[src/rtl/exe_sequencer_pkg.sv]
// Shared opcode, flag and state definitions for the execute sequencer.
package exe_sequencer_pkg;

  typedef enum logic [2:0] {
    S_IDLE,
    S_FETCH,
    S_DECODE,
    S_EXEC,
    S_MEM,
    S_WB
  } state_t;

  localparam logic [4:0] OP_ADD    = 5'b00010;
  localparam logic [4:0] OP_ADDI   = 5'b00011;
  localparam logic [4:0] OP_SUB    = 5'b00100;
  localparam logic [4:0] OP_SUBI   = 5'b00101;
  localparam logic [4:0] OP_AND    = 5'b00110;
  localparam logic [4:0] OP_ANDI   = 5'b00111;
  localparam logic [4:0] OP_OR     = 5'b01000;
  localparam logic [4:0] OP_ORI    = 5'b01001;
  localparam logic [4:0] OP_XOR    = 5'b01010;
  localparam logic [4:0] OP_XORI   = 5'b01011;
  localparam logic [4:0] OP_NOT    = 5'b01100;
  localparam logic [4:0] OP_NOTI   = 5'b01101;
  localparam logic [4:0] OP_MOV    = 5'b01110;
  localparam logic [4:0] OP_MOVI   = 5'b01111;
  localparam logic [4:0] OP_MOVEQ  = 5'b10000;
  localparam logic [4:0] OP_MOVIEQ = 5'b10001;
  localparam logic [4:0] OP_MOVL   = 5'b10010;
  localparam logic [4:0] OP_MOVIL  = 5'b10011;
  localparam logic [4:0] OP_MOVG   = 5'b10100;
  localparam logic [4:0] OP_MOVIG  = 5'b10101;
  localparam logic [4:0] OP_LAD    = 5'b10110;
  localparam logic [4:0] OP_STR    = 5'b10111;
  localparam logic [4:0] OP_LSFT   = 5'b11100;
  localparam logic [4:0] OP_RSFT   = 5'b11101;

  localparam logic [1:0] FLAG_GT = 2'b11;
  localparam logic [1:0] FLAG_EQ = 2'b01;
  localparam logic [1:0] FLAG_LT = 2'b10;

  function automatic logic is_legal(input logic [4:0] op);
    return !(op inside {5'b00000, 5'b00001, 5'b11000, 5'b11001,
                        5'b11010, 5'b11011, 5'b11110, 5'b11111});
  endfunction

  // Non-conditional opcodes always pass.
  function automatic logic cond_pass(input logic [4:0] op, input logic [1:0] flg);
    case (op)
      OP_MOVEQ, OP_MOVIEQ: return flg == FLAG_EQ;
      OP_MOVL,  OP_MOVIL:  return flg == FLAG_LT;
      OP_MOVG,  OP_MOVIG:  return flg == FLAG_GT;
      default:             return 1'b1;
    endcase
  endfunction

endpackage

[src/rtl/exe_sequencer_mem_wait_timer.sv]
// Clearable saturating wait counter; expired flags the last allowed wait cycle.
module mem_wait_timer #(
  parameter int unsigned LIMIT = 16
) (
  input  logic clk,
  input  logic reset,
  input  logic clear,
  input  logic count_en,
  output logic expired
);

  localparam int unsigned CW = $clog2(LIMIT + 1);

  logic [CW-1:0] count;

  always_ff @(posedge clk) begin
    if (reset || clear) begin
      count <= '0;
    end else if (count_en && !expired) begin
      count <= count + CW'(1);
    end
  end

  assign expired = (count == CW'(LIMIT - 1));

endmodule

[src/rtl/exe_sequencer.sv]
// Multi-cycle FETCH/DECODE/EXEC/MEM/WB sequencer around the ALU, owning the
// result/flag feedback registers and the memory handshakes.
module exe_sequencer
  import exe_sequencer_pkg::*;
#(
  parameter int unsigned OPW         = 5,
  parameter int unsigned DW          = 32,
  parameter int unsigned MEM_TIMEOUT = 16
) (
  input  logic          clk,
  input  logic          reset,
  input  logic          run,
  input  logic [OPW-1:0] opcode,
  output logic          imem_req,
  input  logic          imem_ready,
  output logic          dmem_req,
  output logic          dmem_we,
  input  logic          dmem_ready,
  output logic          en_decode,
  output logic          en_exe_pulse,
  input  logic [DW-1:0] alu_result,
  input  logic [1:0]    flag,
  output logic [DW-1:0] alu_result_reg,
  output logic [1:0]    flag_reg,
  output logic          pc_inc,
  output logic          rf_we,
  output logic          wb_sel_mem,
  output logic          illegal_op,
  output logic          bus_err,
  output logic [31:0]   retired
);

  state_t         state_q, state_d;
  logic [OPW-1:0] op_q;
  logic           retire;
  logic           cond_ok;
  logic           is_mem_op;
  logic           expired;
  logic           wait_en;

  assign cond_ok   = cond_pass(op_q, flag_reg);
  assign is_mem_op = (op_q == OP_LAD) || (op_q == OP_STR);
  assign wait_en   = ((state_q == S_FETCH) && !imem_ready) ||
                     ((state_q == S_MEM)   && !dmem_ready);

  mem_wait_timer #(.LIMIT(MEM_TIMEOUT)) u_timer (
    .clk      (clk),
    .reset    (reset),
    .clear    (state_d != state_q),
    .count_en (wait_en),
    .expired  (expired)
  );

  always_ff @(posedge clk) begin
    if (reset) state_q <= S_IDLE;
    else       state_q <= state_d;
  end

  // Retirement is a transition event, so it is produced alongside next-state.
  always_comb begin
    state_d = state_q;
    retire  = 1'b0;
    case (state_q)
      S_IDLE:   if (run) state_d = S_FETCH;
      S_FETCH: begin
        if (imem_ready)   state_d = S_DECODE;
        else if (expired) state_d = S_IDLE;
      end
      S_DECODE: begin
        if (is_legal(opcode)) state_d = S_EXEC;
        else                  state_d = run ? S_FETCH : S_IDLE;
      end
      S_EXEC: begin
        if (is_mem_op)    state_d = S_MEM;
        else if (cond_ok) state_d = S_WB;
        else begin
          retire  = 1'b1;
          state_d = run ? S_FETCH : S_IDLE;
        end
      end
      S_MEM: begin
        if (dmem_ready) begin
          if (op_q == OP_LAD) state_d = S_WB;
          else begin
            retire  = 1'b1;
            state_d = run ? S_FETCH : S_IDLE;
          end
        end else if (expired) begin
          state_d = S_IDLE;
        end
      end
      S_WB: begin
        retire  = 1'b1;
        state_d = run ? S_FETCH : S_IDLE;
      end
      default: state_d = S_IDLE;
    endcase
  end

  always_comb begin
    imem_req     = 1'b0;
    pc_inc       = 1'b0;
    en_decode    = 1'b0;
    illegal_op   = 1'b0;
    en_exe_pulse = 1'b0;
    dmem_req     = 1'b0;
    dmem_we      = 1'b0;
    rf_we        = 1'b0;
    wb_sel_mem   = 1'b0;
    bus_err      = 1'b0;
    case (state_q)
      S_FETCH: begin
        imem_req = 1'b1;
        pc_inc   = imem_ready;
        bus_err  = !imem_ready && expired;
      end
      S_DECODE: begin
        en_decode  = 1'b1;
        illegal_op = !is_legal(opcode);
      end
      S_EXEC: en_exe_pulse = 1'b1;
      S_MEM: begin
        dmem_req = 1'b1;
        dmem_we  = (op_q == OP_STR);
        bus_err  = !dmem_ready && expired;
      end
      S_WB: begin
        rf_we      = 1'b1;
        wb_sel_mem = (op_q == OP_LAD);
      end
      default: ;
    endcase
  end

  // A false conditional move leaves the result register untouched.
  always_ff @(posedge clk) begin
    if (reset) begin
      op_q           <= '0;
      alu_result_reg <= '0;
      flag_reg       <= '0;
      retired        <= '0;
    end else begin
      if (state_q == S_DECODE) op_q <= opcode;
      if (state_q == S_EXEC) begin
        if (cond_ok) alu_result_reg <= alu_result;
        if ((op_q == OP_SUB) || (op_q == OP_SUBI)) flag_reg <= flag;
      end
      if (retire) retired <= retired + 32'd1;
    end
  end

endmodule
[config.mk]
export PLATFORM = sky130hd
export DESIGN_NAME = exe_sequencer
export DESIGN_NICKNAME = d
export VERILOG_FILES = /design/src/rtl/exe_sequencer_pkg.sv /design/src/rtl/exe_sequencer_mem_wait_timer.sv /design/src/rtl/exe_sequencer.sv
export SDC_FILE = /design/constraint.sdc
export NUM_CORES = 1
export LEC_CHECK = 0
export ABC_CLOCK_PERIOD_IN_PS = 6000
export CORE_UTILIZATION = 50
export CTS_CLUSTER_DIAMETER = 150
export DETAILED_ROUTE_END_ITERATION = 8
export GPL_TIMING_DRIVEN = 0
export PLACE_DENSITY = 0.86
export SYNTH_ARGS = -nofsm -noshare
export SYNTH_HDL_FRONTEND = slang
export SYNTH_HIERARCHICAL = 1
export SYNTH_SLANG_ARGS = --single-unit
[constraint.sdc]
create_clock -name clk -period 6 [get_ports clk]
set_input_delay 0.9 -clock clk [delete_from_list [all_inputs] [get_ports clk]]
set_output_delay 0.9 -clock clk [all_outputs]
set_load 0.03 [all_outputs]
# After elaboration in Yosys (flattened, before gate mapping)

Index checks and enable logic that the tools add are counted.

Add/sub/neg operators: 2
Equal/unequal tests: 27
Mux-type cells: 26
Reductions and logical operators: 20

Operator list:

| cell                                                 | count |
|---|---|
| equality test 5 bit (second input constant)          | 14 |
| adder 32 x 1 -> 32 bit (second input constant)       | 1 |
| 2-to-1 mux 3 bit                                     | 7 |
| case mux 3 bit (6 select lines)                      | 1 |
| 2-to-1 mux 1 bit                                     | 14 |
| equality test 5 x 3 -> 1 bit (second input constant) | 2 |
| nonzero test 8 bit                                   | 1 |
| equality test 3 x 2 -> 1 bit (second input constant) | 2 |
| equality test 3 bit (second input constant)          | 2 |
| case mux 1 bit (3 select lines)                      | 2 |
| OR reduction 2 bit                                   | 3 |
| adder 5 x 1 -> 5 bit (second input constant)         | 1 |
| equality test 5 x 1 -> 1 bit (second input constant) | 1 |
| equality test 5 x 4 -> 1 bit (second input constant) | 1 |
| logical AND 1 bit                                    | 5 |
| zero test 5 bit                                      | 1 |
| equality test 2 bit (second input constant)          | 2 |
| logical OR 1 bit                                     | 4 |
| AND reduction 2 bit                                  | 2 |
| equality test 3 x 1 -> 1 bit (second input constant) | 1 |
| zero test 1 bit                                      | 3 |
| zero test 3 bit                                      | 1 |
| inequality test 3 bit                                | 1 |
| equality test 2 x 1 -> 1 bit (second input constant) | 1 |
| other kinds (2)                                      | 2 |

Flip-flop bits (word level): 79
Input bits: 44
Output and inout port bits: 76
Logic and storage cells: 81

# Depth between registers and ports, before layout

Gate-level depths: netlist of the first run.

Word-level depth: 8
Depth in mapped cells: 10
Depth with buffers taken out: 10

# Cells and area by module

Netlist of the first run, hierarchy kept.

By module, submodules not included:

| module         | instances | cells an instance | area an instance (um^2) | seq. area each (um^2) |
|---|---|---|---|---|
| exe_sequencer  | 1         | 417               | 3498.4                  | 1481.4 |
| mem_wait_timer | 1         | 26                | 241.5                   | 100.1 |

# Worst setup path after synthesis of the first run

No wires, ideal clock.

Path kind: input to output
Start point: input opcode[1]
End point: output illegal_op
Arrival: 2.102 ns
Data required time: 5.100 ns
Path slack: 2.998 ns
Stages: 3
Path buffers: 0
Path through: nor3_1 o22ai_1 nor4_1

Cells in the longest elaborated chain, start to end: 3
Elaborated cells on any way between the ends: 10
Those cells by class: eq/ne: 7; mux: 1; reduce/logical: 2

RTL lines:

| what                                                 | RTL line                | source |
|---|---|---|
| start, declared                                      | exe_sequencer.sv:13     | `input logic [OPW-1:0] opcode,` |
| equality test 5 x 1 -> 1 bit (tied with other cells) | exe_sequencer_pkg.sv:43 | `return !(op inside {5'b00000, 5'b00001, 5'b11000, 5'b11001,` |
| nonzero test 8 bit (*)                               | exe_sequencer_pkg.sv:43 |  |
| 2-to-1 mux 1 bit (*)                                 | exe_sequencer.sv:111    | `case (state_q)` |
| end, declared                                        | exe_sequencer.sv:28     | `output logic illegal_op,` |

Every way passes the cells marked *; elsewhere a longest branch is shown, timed or not.

# Final worst setup path of the first run

Start point: input dmem_ready
End point: output bus_err

Cells in the longest elaborated chain, start to end: 3

RTL lines:

| what                            | RTL line             | source |
|---|---|---|
| start, declared                 | exe_sequencer.sv:18  | `input logic dmem_ready,` |
| zero test 1 bit                 | exe_sequencer.sv:125 | `bus_err = !dmem_ready && expired;` |
| logical AND 1 bit               | exe_sequencer.sv:125 |  |
| case mux 1 bit (2 select lines) | exe_sequencer.sv:111 |  |
| end, declared                   | exe_sequencer.sv:29  | `output logic bus_err,` |

Every way passes these cells.

==> metrics.md, run 1 <==
| Metric | Value |
|---|---|
| Synth top area share | 42.3% |
| Crit share post-route | 62.8% |
| Syn. warnings | 6 |
| Row count | 31 |
| Combinational Power Share | 10.0% |
| # setup viols final | 0 |
| NumNets Final | just over 600 |
| Pint | 0.000737 W |
| Sw Ratio | 24.3% |
| Buf/Inv on CP | 2 |
| Remaining antenna violation count | 0 |
| Post-Place Setup Slack | around 2200 ps |
| Max-slew violations | 0 |
| Maximum VDD drop | 0.140 mV |
| Crit-path slowest cell | clkdlybuf4s50_1 |
| Maxcap violations | 0 |
| Hpwl dp | approximately 7300 um |
| Vias | between 3000 and 4000 |
| Sum Neg Setup Slack | 0 ps |
| Core area | approximately 7300 um^2 |
| Number of global-route vias before repair | 3433 |
| Min-delay worst type | reg2reg |
| Startpoint Class | primary input |
| Initial antenna violation count | 0 |
| Worst setup path category | in2out |
| IO buf count | 119 |
| Final non-filler cell total | 676 |
| Status | finished, final reports clean |
| Starting Density | roughly 52% |
| GR Overflow Total | 0 |
| Hold Violations, Final | 0 |
| CTS resizes | 0 |
| Delay-heaviest family, CP | buffers and inverters |
| IO Pins | 120 |
| Yosys cell types | 52 |
| Post-synth top flop | dfxtp_1 |
| Average size of a mapped cell | 8.44 um^2 |
| WL/cell | 14.0 um |
| Seq pwr share | 54.8% |
| Rel. slew slack | a little over half |
| CP max FO | 4 |
| Routed vias/inst | 5.27 |
| DIE WIDTH | 88.5 um |
| CTS tree | yes |
| Fmax | approximately 270 MHz |
| Synthesis-to-finish area growth | 39.6% |
| GP Congestion | about 0.86 |
| Drt first pass iters | 4 |
| Most frequent CP cell | clkdlybuf4s50_1 |
| CP Capture Type | output pin |
| Design Power | 0.000974 W |
| Placed cells | 661 |
| Cells after synthesis | between 400 and 500 |
| Ant. Diodes | 0 |
| Share of cells above drive strength 1 | between 7 and 8% |
| Arrival @ worst endpoint | between 2000 and 3000 ps |
| Worst slew pin tran | 713 ps |
| Synth Net Count | 490 |
| Die Y | 88.5 um |
| DRC Markers | 0 |
| Sequential fraction of the synthesis area | 42.3% |
| Postcts setup bufs | 0 |
| Clock Power Share | 35.2% |
| Post-synthesis cell area | 3740 um^2 |
| Worst-path clk slew | 70 ps |
| Clk Latency, worst-skew pair | 340 ps |
| Total Wirelength | 9450 um |
| H-tree depth | 3 |
| Yosys top cell by area | dfxtp_1 |
| CTS root buffer | clkbuf_8 |
| DRT iter0 DRCs | 101 |
| Sw power | 0.000236 W |
| Die area | 7830 um^2 |
| Largest cells by area after synthesis | dfxtp_1 (42%), nand2_1 (8.8%), xnor2_1 (7.3%) |
| Post-synth EDFFs | 0 |
| Clock tree buffer depth | 2 |
| RSZ-0062 raised after global routing | no |
| First-pass GRT wire length | between 15000 and 20000 um |
| Ys async rst share | 0% |
| Hold Buf Count CTS | 0 |
| Required time of the critical path | 5100 ps |
| Total GRT Usage | approximately a quarter |
| Power density over the cells | around 190 nW/um^2 |
| #FFs+latches synth | 79 |
| Largest net degree at the start of global routing | 13 |
| Cts bufs inserted | 9 |
| Post-layout min period | 3770 ps |
| Crit-path cells | clkdlybuf4s50_1, nor3b_1, a21oi_1, nor2_1, and2_1, clkdlybuf4s50_1 |
| Clock skew | 7.39 ps |
| Largest stage delay, worst path | 660 ps |
| Leakage | 1.64 nW |
| Post-layout worst setup margin | ~2200 ps |
| CTS sink cnt | 79 |
cell usage after synthesis, types with 2 or more instances:
cell type	count
a2111oi_2	3
a2111oi_4	6
a211oi_1	14
a21oi_1	44
a221oi_1	2
a31oi_1	2
and2_1	6
and3_1	4
buf_2	4
buf_4	2
clkbuf_1	20
dfxtp_1	79
ha_1	3
inv_1	13
mux2i_1	6
nand2_1	88
nand3_1	16
nand4_1	5
nand4_2	2
nand4b_1	2
nor2_1	49
nor2b_1	4
nor3_1	3
nor3b_1	3
o211ai_1	3
o21ai_0	2
o21ai_1	2
or2_2	2
xnor2_1	31
worst reg2reg max path: stages, from the launching register on:
cell and delay (ps):
dfxtp_1 380, ha_1 180, and3_1 170, ha_1 290, o31ai_1 110, a31oi_1 180
nand3_1 130, nand2b_1 100, o211ai_1 80, or2_2 350, a211oi_1 170
stage by stage:
step           cell area (um^2)  utilization, %  hold WS (ps)
2_1_floorplan              3740               -           452
3_3_place_gp               5050            69.7           441
3_5_place_dp               5050            69.7           447
4_1_cts                    5220            72.0           458
5_1_grt                    5220            72.0           482
6_report                   5220            72.0           454
kinds of logic after synthesis:
| group | after synthesis | synth area share (%) |
|---|---|---|
| adder cells (fa/ha/maj) | 3 | 1.00 |
| buffers and inverters | 41 | 4.65 |
| multiplexers | 7 | 1.91 |
| flip-flops | 79 | 42.3 |
| AO/OA/AOI/OAI | 83 | 17.4 |
| XOR/XNOR | 32 | 7.49 |
| AND/OR/NAND/NOR | 198 | 25.3 |
layout by cell type (no fill, tap or decap), types with 10 or more instances in the layout:
| master | count |
|---|---|
| dfxtp_1 | 79 |
| clkbuf_8 | 10 |
| a21oi_1 | 44 |
| inv_1 | 13 |
| a211oi_1 | 14 |
| xnor2_1 | 31 |
| nand3_1 | 16 |
| clkbuf_1 | 22 |
| nor2_1 | 49 |
| nand2_1 | 88 |
| clkdlybuf4s50_1 | 119 |
path summary, 6_finish.rpt:
check	startpoint	end	slack, ps	depth (start not counted)
min	alu_result_reg[8]	alu_result_reg[8]	450	2
max	dmem_ready	bus_err	2230	6
max reg2reg	u_timer/count[0]	u_timer/count[4]	3790	10
min reg2reg	alu_result_reg[8]	alu_result_reg[8]	450	2
area by class of cell:
class	count	area, um^2
plain buffers	28	125
clock buffers	12	145
clock inverters	3	20.0
fillers	581	2030
inverters	13	48.8
multi-input cells	323	1980
flip-flops and latches	79	1580
well taps	99	124
repair buffers	119	1190
power by group through the flow:
stage | Combinational [W] | Clock, W | Sequential, W
5_1_grt | 0.000106 | 0.000367 | 0.000534
4_1_cts | 0.0000978 | 0.000349 | 0.000533
6_report | 0.0000978 | 0.000343 | 0.000533
3_3_place_gp | 0.0000955 | 0 | 0.000545
2_1_floorplan | 0.0000421 | 0 | 0.000551
3_5_place_dp | 0.0000973 | 0 | 0.000546
per-layer routing:
layer / routed length [um] / vias up / global-route usage [%]
li1: - / 1765 / -
met4: 214 / 0 / 11.0
met3: 642 / 20 / 7.28
met1: 3960 / 1686 / 28.6
met5: 0 / - / 0
met2: 4640 / 94 / 42.7
(Power assumes the default switching activity.)
==> run 2, diff against run 1 <==
--- a/config.mk
+++ b/config.mk
@@ -5,12 +5,12 @@
 export SDC_FILE = /design/constraint.sdc
 export NUM_CORES = 1
 export LEC_CHECK = 0
-export ABC_CLOCK_PERIOD_IN_PS = 6000
-export CORE_UTILIZATION = 50
+export ABC_CLOCK_PERIOD_IN_PS = 3300
+export CORE_UTILIZATION = 42
 export CTS_CLUSTER_DIAMETER = 150
 export DETAILED_ROUTE_END_ITERATION = 8
 export GPL_TIMING_DRIVEN = 0
-export PLACE_DENSITY = 0.86
+export PLACE_DENSITY = 0.77
 export SYNTH_ARGS = -nofsm -noshare
 export SYNTH_HDL_FRONTEND = slang
 export SYNTH_HIERARCHICAL = 1
==> constraint.sdc (replaced) <==
create_clock -name clk -period 3.3 [get_ports clk]
set_input_delay 0.495 -clock clk [delete_from_list [all_inputs] [get_ports clk]]
set_output_delay 0.495 -clock clk [all_outputs]
set_load 0.03 [all_outputs]
==> run 2 against run 1 <==
Sequential share of layout area shrank 0.34 points. Count of clock-buffer cells in the layout is the same. Final area grew 1.1%. Via count shrank 1.9%. Die area grew 19%. Clock power grew 120%.
==> metrics.md, run 2 (same netlist as run 1, synthesis figures left out) <==
| Metric | Value |
|---|---|
| Status | finished, final reports clean (unchanged) |
| Drt first pass iters | 4 (unchanged) |
| DRC Markers | 0 (unchanged) |
| CP max FO | 10 (was 4) |
| Hpwl dp | 7090 um (was 7250 um) |
| DIE WIDTH | 96.4 um (was 88.5 um) |
| Total Wirelength | 9480 um (was 9450 um) |
| Startpoint Class | flop (was primary input) |
| Crit-path cells | buf_2, clkbuf_1, nor3b_1, a21oi_1, nor2_1, and2_1, clkdlybuf4s50_1 (was clkdlybuf4s50_1, nor3b_1, a21oi_1, nor2_1, and2_1, clkdlybuf4s50_1) |
| Leakage | 1.67 nW (was 1.64 nW) |
| Buf/Inv on CP | 3 (was 2) |
| Maximum VDD drop | 0.188 mV (was 0.140 mV) |
| CTS root buffer | clkbuf_8 (unchanged) |
| WL/cell | 13.8 um (was 14.0 um) |
| Required time of the critical path | 2800 ps (was 5100 ps) |
| Share of cells above drive strength 1 | 7.63% (was 7.11%) |
| IO buf count | 119 (unchanged) |
| NumNets Final | 619 (was 620) |
| Post-layout min period | 2960 ps |
| Design Power | 0.00192 W (was 0.000974 W) |
| RSZ-0062 raised after global routing | no (unchanged) |
| Remaining antenna violation count | 0 (unchanged) |
| Worst-path clk slew | 80 ps (was 70 ps) |
| Delay-heaviest family, CP | buffers and inverters (unchanged) |
| Clock skew | 6.76 ps (was 7.39 ps) |
| Initial antenna violation count | 0 (unchanged) |
| CTS tree | yes (unchanged) |
| Clk Latency, worst-skew pair | 350 ps (was 340 ps) |
| Vias | 3497 (was 3565) |
| Hold Violations, Final | 0 (unchanged) |
| Fmax | 338 MHz |
| Sum Neg Setup Slack | 0 ps (unchanged) |
| IO Pins | 120 (unchanged) |
| Worst setup path category | reg2out (was in2out) |
| Max-slew violations | 0 (unchanged) |
| Rel. slew slack | 53.2% (was 52.5%) |
| H-tree depth | 3 (unchanged) |
| GR Overflow Total | 0 (unchanged) |
| # setup viols final | 0 (unchanged) |
| Cts bufs inserted | 9 (unchanged) |
| Hold Buf Count CTS | 0 (unchanged) |
| Crit-path slowest cell | clkdlybuf4s50_1 (unchanged) |
| CTS sink cnt | 79 (unchanged) |
| GP Congestion | 0.809 (was 0.863) |
| Arrival @ worst endpoint | 2470 ps (was 2870 ps) |
| First-pass GRT wire length | 15400 um (was 15300 um) |
| Routed vias/inst | 5.11 (was 5.27) |
| Number of global-route vias before repair | 3299 (was 3433) |
| Die Y | 96.4 um (was 88.5 um) |
| Most common cell after layout, fill and taps aside | clkdlybuf4s50_1 (unchanged) |
| Die area | 9290 um^2 (was 7830 um^2) |
| Largest net degree at the start of global routing | 14 (was 13) |
| Crit share post-route | 89.8% |
| Hold slack | 458 ps (was 454 ps) |
| CP Capture Type | output pin (unchanged) |
| Row count | 34 (was 31) |
| DRT iter0 DRCs | 181 (was 101) |
| Most frequent cells in the layout | clkdlybuf4s50_1 (119), nand2_1 (88), dfxtp_1 (79) (unchanged) |
| Power density over the cells | 363 nW/um^2 (was 187 nW/um^2) |
| Min-delay worst type | reg2reg (unchanged) |
| Synthesis-to-finish area growth | 41.2% (was 39.6%) |
| Ant. Diodes | 0 (unchanged) |
| Total GRT Usage | 21.4% (was 24.8%) |
| Clock tree buffer depth | 2 (unchanged) |
| Starting Density | 43.1% (was 51.6%) |
| Worst slew pin tran | 702 ps (was 713 ps) |
| CTS resizes | 0 (unchanged) |
| Maxcap violations | 0 (unchanged) |
| Core area | 8680 um^2 (was 7250 um^2) |
| Largest stage delay, worst path | 660 ps (about the same) |
| Postcts setup bufs | 0 (unchanged) |
-- run 2: cell count changes in the layout (fill, tap and decap cells not counted), sizes merged --
cell	change
inv	+1
bufinv	+1
buf	-1
clkinvlp	-1
-- run 2: worst min-delay path: stages, from the launching register on --
cell and delay [ps]:
dfxtp_1 310, nand2_1 50, a21oi_1 50
-- run 2: per-layer routing --
metal | track usage [%] | wire length (um)
met5 | 0 | 0
met4 | 7.97 | 170
met2 | 34.3 | 4370
met3 | 7.42 | 754
met1 | 26.3 | 4180
-- run 2: worst paths after layout --
path                     start           endpoint  slack (ps)  cells past startpoint
max                 state_q[0]            bus_err         340                      7
min          alu_result_reg[8]  alu_result_reg[8]         460                      2
max reg2reg   u_timer/count[0]   u_timer/count[4]        1080                      9
min reg2reg  alu_result_reg[8]  alu_result_reg[8]         460                      2
-- run 2: power breakdown --
group / switching, W / internal (W) / leakage [nW]
Sequential: 0.00000633 / 0.000963 / 0.637
Clock: 0.000358 / 0.000413 / 0.109
Combinational: 0.0000900 / 0.0000882 / 0.927
-- run 2: layout make-up --
class	instances	area, um^2
fillers	777	3400
multi-input cells	323	1980
clock buffers	12	165
clock inverters	4	51.3
flip-flops and latches	79	1580
repair buffers	119	1190
plain buffers	27	121
well taps	108	135
inverters	13	48.8
-- run 2: metrics by stage --
stage          cells  util (%)  setup slack [ps]  instance area (um^2)
4_1_cts          686      60.9               143                  5280
3_3_place_gp     670      58.4               411                  5070
3_5_place_dp     670      58.4               359                  5070
6_report         685      60.8               338                  5280
5_1_grt          685      60.8               180                  5280
2_1_floorplan    443         -              1110                  3740
==> run 3, diff against run 2 <==
--- a/config.mk
+++ b/config.mk
@@ -5,8 +5,10 @@
 export SDC_FILE = /design/constraint.sdc
 export NUM_CORES = 1
 export LEC_CHECK = 0
+export ABC_AREA = 1
 export ABC_CLOCK_PERIOD_IN_PS = 3300
-export CORE_UTILIZATION = 42
+export CORE_MARGIN = 3
+export CORE_UTILIZATION = 43
 export CTS_CLUSTER_DIAMETER = 150
 export DETAILED_ROUTE_END_ITERATION = 8
 export GPL_TIMING_DRIVEN = 0
==> run 3 against run 2 <==
Die area rose by 14%. Final cell count rose by 27%. Hold slack improved by 28 ps. Critical path type unchanged. Critical endpoint unchanged. Largest power group unchanged.
==> metrics.md, run 3 <==
| Metric | Value |
|---|---|
| Clk Latency, worst-skew pair | 360 ps (was 350 ps) |
| IO buf count | 119 (unchanged) |
| Synthesis-to-finish area growth | 37.8% (was 41.2%) |
| Power density over the cells | 350 nW/um^2 (was 363 nW/um^2) |
| Grt peak-use layer | met2 (unchanged) |
| Startpoint Class | flop (unchanged) |
| Starting Density | 45.4% (was 43.1%) |
| CTS tree | yes (unchanged) |
| Hold Violations, Final | 0 (unchanged) |
| Sequential fraction of the synthesis area | 39.0% (was 42.3%) |
| Most frequent cells in the layout | nand2_1 (161), nor2_1 (139), clkdlybuf4s50_1 (119) (was clkdlybuf4s50_1 (119), nand2_1 (88), dfxtp_1 (79)) |
| Yosys top cell by area | dfxtp_1 (unchanged) |
| CP max FO | 6 (was 10) |
| Clock tree buffer depth | 2 (unchanged) |
| DRT iter0 DRCs | 168 (was 181) |
| Most frequent cell after synthesis | nand2_1 (unchanged) |
| WL/cell | 13.7 um (was 13.8 um) |
| GR Overflow Total | 0 (unchanged) |
| Postcts setup bufs | 0 (unchanged) |
| Finished Core Util | 62.5% (was 60.8%) |
| Cts bufs inserted | 9 (unchanged) |
| Ant. Diodes | 0 (unchanged) |
| Routed vias/inst | 5.15 (was 5.11) |
| Synth top area share | 39.0% (was 42.3%) |
| Yosys cell types | 30 (was 52) |
| Worst hold start | alu_result_reg[15] (was alu_result_reg[8]) |
| Worst slew pin tran | 552 ps (was 702 ps) |
| Hold Buf Count CTS | 0 (unchanged) |
| Syn. warnings | 6 (unchanged) |
| CTS root buffer | clkbuf_8 (unchanged) |
| First-pass GRT wire length | 19600 um (was 15400 um) |
| Met2 Usage GRT | 38.7% (was 34.3%) |
| Arrival @ worst endpoint | 2400 ps (was 2470 ps) |
| Synth cell count leaders | nand2_1 (161), nor2_1 (139), dfxtp_1 (79), nand3_1 (51), a21oi_1 (45) (was nand2_1 (88), dfxtp_1 (79), nor2_1 (49), a21oi_1 (44), xnor2_1 (31)) |
| DRC Markers | 0 (unchanged) |
| Sum Neg Setup Slack | 0 ps (unchanged) |
| Crit share post-route | 87.7% (was 89.8%) |
| Drt first pass iters | 4 (unchanged) |
| IO Pins | 120 (unchanged) |
| Largest net degree at the start of global routing | 15 (was 14) |
| CP Capture Type | output pin (unchanged) |
| RR Startpoint | retired[0] (was u_timer/count[0]) |
| Fmax | 346 MHz (was 338 MHz) |
| Maximum VDD drop | 0.227 mV (was 0.188 mV) |
| NumNets Final | 801 (was 619) |
| Vias | 4469 (was 3497) |
| Post-synthesis cell area | 4050 um^2 (was 3740 um^2) |
| GRT met1 Usage | 28.6% (was 26.3%) |
| CTS resizes | 0 (unchanged) |
| H-tree depth | 3 (unchanged) |
| GP Congestion | 0.942 (was 0.809) |
| Number of global-route vias before repair | 4206 (was 3299) |
| Remaining antenna violation count | 0 (unchanged) |
| Post-synth EDFFs | 0 (unchanged) |
| Setup slack, reg-to-reg | 1130 ps (was 1080 ps) |
| Largest cells by area after synthesis | dfxtp_1 (39%), nand2_1 (15%), nor2_1 (13%) (was dfxtp_1 (42%), nand2_1 (8.8%), xnor2_1 (7.3%)) |
| CTS sink cnt | 79 (unchanged) |
| Ys async rst share | 0% (unchanged) |
| Worst-path clk slew | 90 ps (was 80 ps) |
| Row count | 34 (unchanged) |
| Die area | 10600 um^2 (was 9290 um^2) |
| Initial antenna violation count | 0 (unchanged) |
| RSZ-0062 raised after global routing | no (unchanged) |
| Max-slew violations | 0 (unchanged) |
| Post-synth top flop | dfxtp_1 (unchanged) |
| Hold Path Stages | 2 (unchanged) |
| Most common cell after layout, fill and taps aside | nand2_1 (was clkdlybuf4s50_1) |
| Required time of the critical path | 2800 ps (about the same) |
| Clock skew | 9.87 ps (was 6.76 ps) |
| Post-layout min period | 2890 ps (was 2960 ps) |
| Cells after synthesis | 624 (was 443) |
| Status | finished, final reports clean (unchanged) |
| Core area | 8930 um^2 (was 8680 um^2) |
| Min-delay worst type | reg2reg (unchanged) |
| Rel. slew slack | 63.2% (was 53.2%) |
| Average size of a mapped cell | 6.50 um^2 (was 8.44 um^2) |
| Total Wirelength | 11900 um (was 9480 um) |
| Worst setup path category | reg2out (unchanged) |
| Met3 Use GR | 7.51% (was 7.42%) |
| Reg2reg end | retired[22] (was u_timer/count[4]) |
| Hold Path Sink | alu_result_reg[15] (was alu_result_reg[8]) |
| Synth Net Count | 671 (was 490) |
| # setup viols final | 0 (unchanged) |
| Worst r2r path cells | 10 (was 9) |
| DIE WIDTH | 103 um (was 96.4 um) |
| Die Y | 103 um (was 96.4 um) |
| Hpwl dp | 9230 um (was 7090 um) |
| #FFs+latches synth | 79 (unchanged) |
| Leakage | 2.01 nW (was 1.67 nW) |
| Total GRT Usage | 23.3% (was 21.4%) |
| Share of cells above drive strength 1 | 5.01% (was 7.63%) |
| Maxcap violations | 0 (unchanged) |
[run 3: cell count changes after synthesis, moves of 8 or more]
| cell | delta |
|---|---|
| nor2_1 | +90 |
| nand2_1 | +73 |
| o21ai_0 | +42 |
| nand3_1 | +35 |
| xnor2_1 | -27 |
| inv_1 | +22 |
| a211oi_1 | -14 |
| nand3b_1 | +13 |
| clkbuf_1 | -8 |
[run 3: how the worst max path moves through the flow]
stage | from | endpoint | slack [ps] | depth (start not counted)
floorplan | state_q[2] | dmem_we | 850 | 5
global placement | opcode[1] | illegal_op | 770 | 8
detailed placement | opcode[1] | illegal_op | 750 | 8
CTS | state_q[1] | bus_err | 390 | 8
global route | state_q[1] | bus_err | 210 | 8
finish | state_q[1] | bus_err | 410 | 8
[run 3: logic make-up (layout without fill, tap and decap cells)]
kind of cell               count (synthesis)  count (layout)  share of synthesized area, %
AOI/OAI and AO/OA                         95              95                          12.1
xor gates and xnor gates                  11              11                          2.38
buffers and inverters                     59             194                          6.08
DFF                                       79              79                          39.0
and+or+nand+nor                          377             377                          39.5
adders and majority gates                  3               3                         0.926
[run 3: final cells by class]
| type | instances | area, um^2 |
|---|---|---|
| Tap cell | 108 | 135 |
| Fill cell | 875 | 3350 |
| Buffer | 22 | 105 |
| Multi-Input combinational cell | 486 | 2230 |
| Clock buffer | 11 | 141 |
| Timing Repair Buffer | 119 | 1190 |
| Sequential cell | 79 | 1580 |
| Clock inverter | 5 | 63.8 |
| Inverter | 37 | 141 |
[run 3: layer usage]
metal,wire (um),vias up
li1,-,2266
met1,5060,2057
met2,5760,129
met3,843,17
met4,201,0
met5,0,-
[run 3: critical path, cell delays in order, from the launching register on]
cell	delay, ps
dfxtp_1	320
inv_1	200
nand2_1	110
nor2_1	220
inv_1	140
o21ai_0	160
nand2_1	70
a21oi_1	120
clkdlybuf4s50_1	690
[run 3: power breakdown]
group,internal [W],switching (W)
clock network,0.000378,0.000384
logic,0.000101,0.000117
registers,0.000968,0.00000965
total,0.00145,0.000510
[run 3: metrics by stage]
stage / area, um^2 / worst slack [ps] / hold WS (ps) / total power [W] / instances
after floorplan: 4050 / 854 / 450 / 0.00112 / 624
after global placement: 5380 / 768 / 464 / 0.00121 / 851
after detailed placement: 5380 / 753 / 472 / 0.00122 / 851
after CTS: 5590 / 390 / 492 / 0.00197 / 867
after global routing: 5590 / 209 / 514 / 0.00204 / 867
final: 5590 / 406 / 486 / 0.00196 / 867
